**src/rtl/updown_counter.sv**
```systemverilog
// Modulo-MOD_VALUE up/down counter with load, wrap/saturate boundary, cascade tc and sticky ovf.
// Optional step prescaler is compiled in with `define UPDOWN_COUNTER_PRESCALE_EN.
module updown_counter #(
  parameter int unsigned N_BITS       = 4,
  parameter int unsigned MOD_VALUE    = 2**N_BITS,
  parameter int unsigned PRESCALE_DIV = 4
) (
  input  logic              clk,
  input  logic              asyn_rst,
  input  logic              en,
  input  logic              up_dn,
  input  logic              load,
  input  logic [N_BITS-1:0] load_value,
  input  logic              sat_mode,
  input  logic              clr_ovf,
  output logic [N_BITS-1:0] count,
  output logic              tc,
  output logic              ovf
);

  localparam logic [N_BITS-1:0] MaxVal = N_BITS'(MOD_VALUE - 1);

  if ((MOD_VALUE < 2) || (MOD_VALUE > 2**N_BITS)) begin : g_bad_mod
    $error("updown_counter: MOD_VALUE must be in 2..2**N_BITS");
  end

  logic [N_BITS-1:0] r_count;
  logic [N_BITS-1:0] w_count_d;
  logic              r_ovf;
  logic              w_ovf_d;
  logic              w_step_q;
  logic              w_step;
  logic              w_at_max;
  logic              w_at_min;
  logic              w_boundary;

`ifdef UPDOWN_COUNTER_PRESCALE_EN
  if (PRESCALE_DIV < 2) begin : g_bad_div
    $error("updown_counter: PRESCALE_DIV must be >= 2");
  end

  localparam int unsigned  PreW   = $clog2(PRESCALE_DIV);
  localparam logic [PreW-1:0] PreMax = PreW'(PRESCALE_DIV - 1);

  logic [PreW-1:0] r_pre;
  logic [PreW-1:0] w_pre_d;

  always_comb begin
    w_pre_d = r_pre;
    if (load) begin
      w_pre_d = '0;
    end else if (en) begin
      w_pre_d = (r_pre == PreMax) ? '0 : r_pre + 1'b1;
    end
  end

  always_ff @(posedge clk or posedge asyn_rst) begin
    if (asyn_rst) begin
      r_pre <= '0;
    end else begin
      r_pre <= w_pre_d;
    end
  end

  assign w_step_q = (r_pre == PreMax);
`else
  // PRESCALE_DIV has no effect in this build.
  if (PRESCALE_DIV == 0) begin : g_div_unused
  end

  assign w_step_q = 1'b1;
`endif

  assign w_at_max   = (r_count == MaxVal);
  assign w_at_min   = (r_count == '0);
  assign w_boundary = up_dn ? w_at_max : w_at_min;
  assign w_step     = en & ~load & w_step_q;
  assign tc         = w_step & w_boundary;

  always_comb begin
    w_count_d = r_count;
    if (load) begin
      w_count_d = (load_value > MaxVal) ? MaxVal : load_value;
    end else if (w_step) begin
      if (up_dn) begin
        w_count_d = w_at_max ? (sat_mode ? MaxVal : '0) : r_count + 1'b1;
      end else begin
        w_count_d = w_at_min ? (sat_mode ? '0 : MaxVal) : r_count - 1'b1;
      end
    end
  end

  // Set beats a coincident clear so no boundary event is lost.
  assign w_ovf_d = tc ? 1'b1 : (clr_ovf ? 1'b0 : r_ovf);

  always_ff @(posedge clk or posedge asyn_rst) begin
    if (asyn_rst) begin
      r_count <= '0;
      r_ovf   <= 1'b0;
    end else begin
      r_count <= w_count_d;
      r_ovf   <= w_ovf_d;
    end
  end

  assign count = r_count;
  assign ovf   = r_ovf;

endmodule

```
**config.mk**
```make
export PLATFORM = sky130hd
export DESIGN_NAME = updown_counter
export DESIGN_NICKNAME = d
export VERILOG_FILES = /design/src/rtl/updown_counter.sv
export SDC_FILE = /design/constraint.sdc
export NUM_CORES = 1
export LEC_CHECK = 0
export CELL_PAD_IN_SITES_DETAIL_PLACEMENT = 0
export CELL_PAD_IN_SITES_GLOBAL_PLACEMENT = 1
export CORE_MARGIN = 2
export CORE_UTILIZATION = 25
export DETAILED_ROUTE_END_ITERATION = 10
export PLACE_DENSITY_LB_ADDON = 0.1
export SLEW_MARGIN = 0
export SYNTH_ARGS = -nofsm -noshare
export SYNTH_HDL_FRONTEND = slang
export SYNTH_SLANG_ARGS = --single-unit
```
**constraint.sdc**
```tcl
create_clock -name clk -period 2.6 [get_ports clk]
set_input_delay 0.78 -clock clk [delete_from_list [all_inputs] [get_ports clk]]
set_output_delay 0.78 -clock clk [all_outputs]
set_load 0.01 [all_outputs]
```
==> results_dict.tcl <==
set metrics [dict create \
    track_usage 0.117 \
    combinationalPowerShare 0.441 \
    slew_violations 0 \
    wirelength_um 1300 \
    die_w_um 49.2 \
    synth_top_area_share 0.245 \
    vias_per_cell 4.56 \
    slew_headroom 0.842 \
    routed-wl-met2_um 565 \
    setup_viol 0 \
    netlist_area_um2 510 \
    start_util 0.263 \
    worstPathRequired_ps 1820 \
    antenna_found_initial 0 \
    h-tree-depth 1 \
    worst_setup_path_start_kind "primary input" \
    synthArstFlopShare 1.00 \
    hold_buffers 0 \
    clkPwrFrac 0.264 \
    switchingPower_uw 104 \
    finalHoldViolCount 0 \
    fp.dieArea_mm2 0.00242 \
    yosysMostFrequentCell "inv_1" \
    final.setup.tns_ps 0 \
    clock_skew_ps 3.03 \
    met1_length_um 688 \
    ys_seq_area_frac 0.245 \
    status "finished clean" \
    peakVddDrop_mv 0.322 \
    drc_errors 0 \
    dp_hpwl_um 1090 \
    antenna_left 0 \
    hold_path.class "reg2reg" \
    path_clk_slew_ps 40 \
    fin_area_um2 793 \
    vias 524 \
    grt_max_degree 11 \
    fill_cells 210 \
    num-nets-final 102 \
    numCtsBuffers 3 \
    power_frac_seq 0.295 \
    min_period_ps 2430 \
    cp-end-kind "output port" \
    syn-num-nets 72 \
    clkLatencyLatePin_ps 240 \
    core_mm2 0.00194 \
    yosysWarnings 0 \
    fin_cells 115 \
    syn_avg_cell_area_um2 8.65 \
    netlist-cell-type-count 31 \
    fmax_mhz 411 \
    die_h_um 49.2 \
    grt_pass1_wl_um 2190 \
    wl_per_cell_um 11.3 \
    root_buffer "clkbuf_4" \
    p_sw_frac 0.318 \
    synth-seq-cells 5 \
    grt_pass1_vias 491 \
    io_pins 17 \
    final_util 0.409 \
    rows 16 \
    area_growth_pct 55.4 \
    tightest_slew_ps 234 \
    postCtsSetupBuffers 0 \
    netlist_top_cells_area "dfrtp_1 25%, inv_1 5.9%, ha_1 4.9%" \
    ys.flop_type "dfrtp_1" \
    drive_above_1_share 0.261 \
    clock-sinks 5 \
    drtIter0Drc 9 \
    dp_cells 111 \
    synth_top_area_cell "dfrtp_1" \
    place.port_buffers 16 \
    dpl-instance-area_um2 773 \
    rsz0062_at_grt "false" \
    cts_tree "built" \
    period_share 0.935 \
    wl_met3_um 31 \
    globalplace.congestion 0.747 \
    drt-pass1-iter-count 4 \
    p_int_uw 223 \
    routed.top_layer "met4" \
    cts.path.max_buffers 2 \
    syn_inst 59 \
    p_per_area_mw_per_mm2 413 \
    cap_viol_max_count 0 \
    synth_common_cells "8 x inv_1, 5 x dfrtp_1, 4 x nand2_1" \
    worstPathArrival_ps 1650 \
    gr-total-overflow 0 \
    synth_edf_count 0 \
    worstSetupPathType "in2out" \
    power_leakage_uw 0.000347 \
    diodes 0 \
    crit_path_max_fanout 3 \
]
## layer usage
layer	vias to the layer above	GRT usage
met3	2	0.0184
met1	230	0.171
li1	276	-
met2	16	0.171
met4	0	0.0429
met5	-	0
## sequential cells by signal, summed over array words and instances, names as in the netlist
| name | count |
|---|---|
| count | 4 |
| ovf | 1 |
## timing repair
action                                 CTS  global route
resized for setup                        2             2
setup endpoints to repair                1             1
endpoints found under the hold margin    0             0
## power by group through the flow
stage	Combinational, uW	Sequential, uW	Clock [uW]
final	145	96.5	86.7
after global routing	159	97.3	99.7
after CTS	145	96.6	90.0
after detailed placement	145	97.6	0
after global placement	147	98.4	0
after floorplan	72.9	101	0
## per-stage QoR
step / total power (uW) / setup slack [ps] / hold WS, ps
final: 328 / 169 / 541
after global routing: 356 / 109 / 573
after CTS: 332 / 25.2 / 551
after detailed placement: 242 / -488 / 549
after global placement: 245 / -452 / 559
after floorplan: 174 / 532 / 558
## cell families (layout without fill, tap and decap cells)
| group | Yosys count | count (layout) | synth area share |
|---|---|---|---|
| fa+ha+maj | 2 | 2 | 0.0490 |
| buf+inv | 11 | 40 | 0.100 |
| compound gates | 21 | 21 | 0.336 |
| simple gates | 19 | 19 | 0.250 |
| mux | 1 | 1 | 0.0196 |
| flops | 5 | 5 | 0.245 |
## path summary, 6_finish.rpt
path / from / to / slack [ps] / depth (start not counted)
max: up_dn / tc / 170 / 5
max in group asynchronous: asyn_rst / count[0] / 1700 / 2
max reg2reg: count[0] / count[1] / 890 / 7
min in group asynchronous: asyn_rst / count[1] / 730 / 2
min: ovf / ovf / 540 / 2
min reg2reg: ovf / ovf / 540 / 2
## cell usage in the layout, fill, tap and decap left out, types with 2 or more instances in the layout
cell type,Yosys,final
a211oi_1,2,2
a21oi_1,3,3
a311oi_1,2,2
and4_4,2,2
buf_4,0,12
clkbuf_4,0,3
clkdlybuf4s50_1,0,14
dfrtp_1,5,5
ha_1,2,2
inv_1,8,8
nand2_1,4,4
nand2b_1,3,3
nor2_1,3,3
nor2b_1,2,2
o311a_1,2,2
o31ai_2,2,2
## layout make-up
cell class,count,area (um2),share of cell area
clock buffer,4,26.3,0.0331
timing repair buffer,28,244,0.308
inverter,8,30.0,0.0379
sequential,5,125,0.158
multi-input combinational,43,334,0.421
tap,27,33.8,0.0426
## worst max-delay path: stages
cell           delay (ps)
dlygate4sd2_1         280
nor4b_4               240
nor2_1                100
nor2_1                100
clkbuf_2              140
Note: power is estimated with default switching activity, not from simulation.
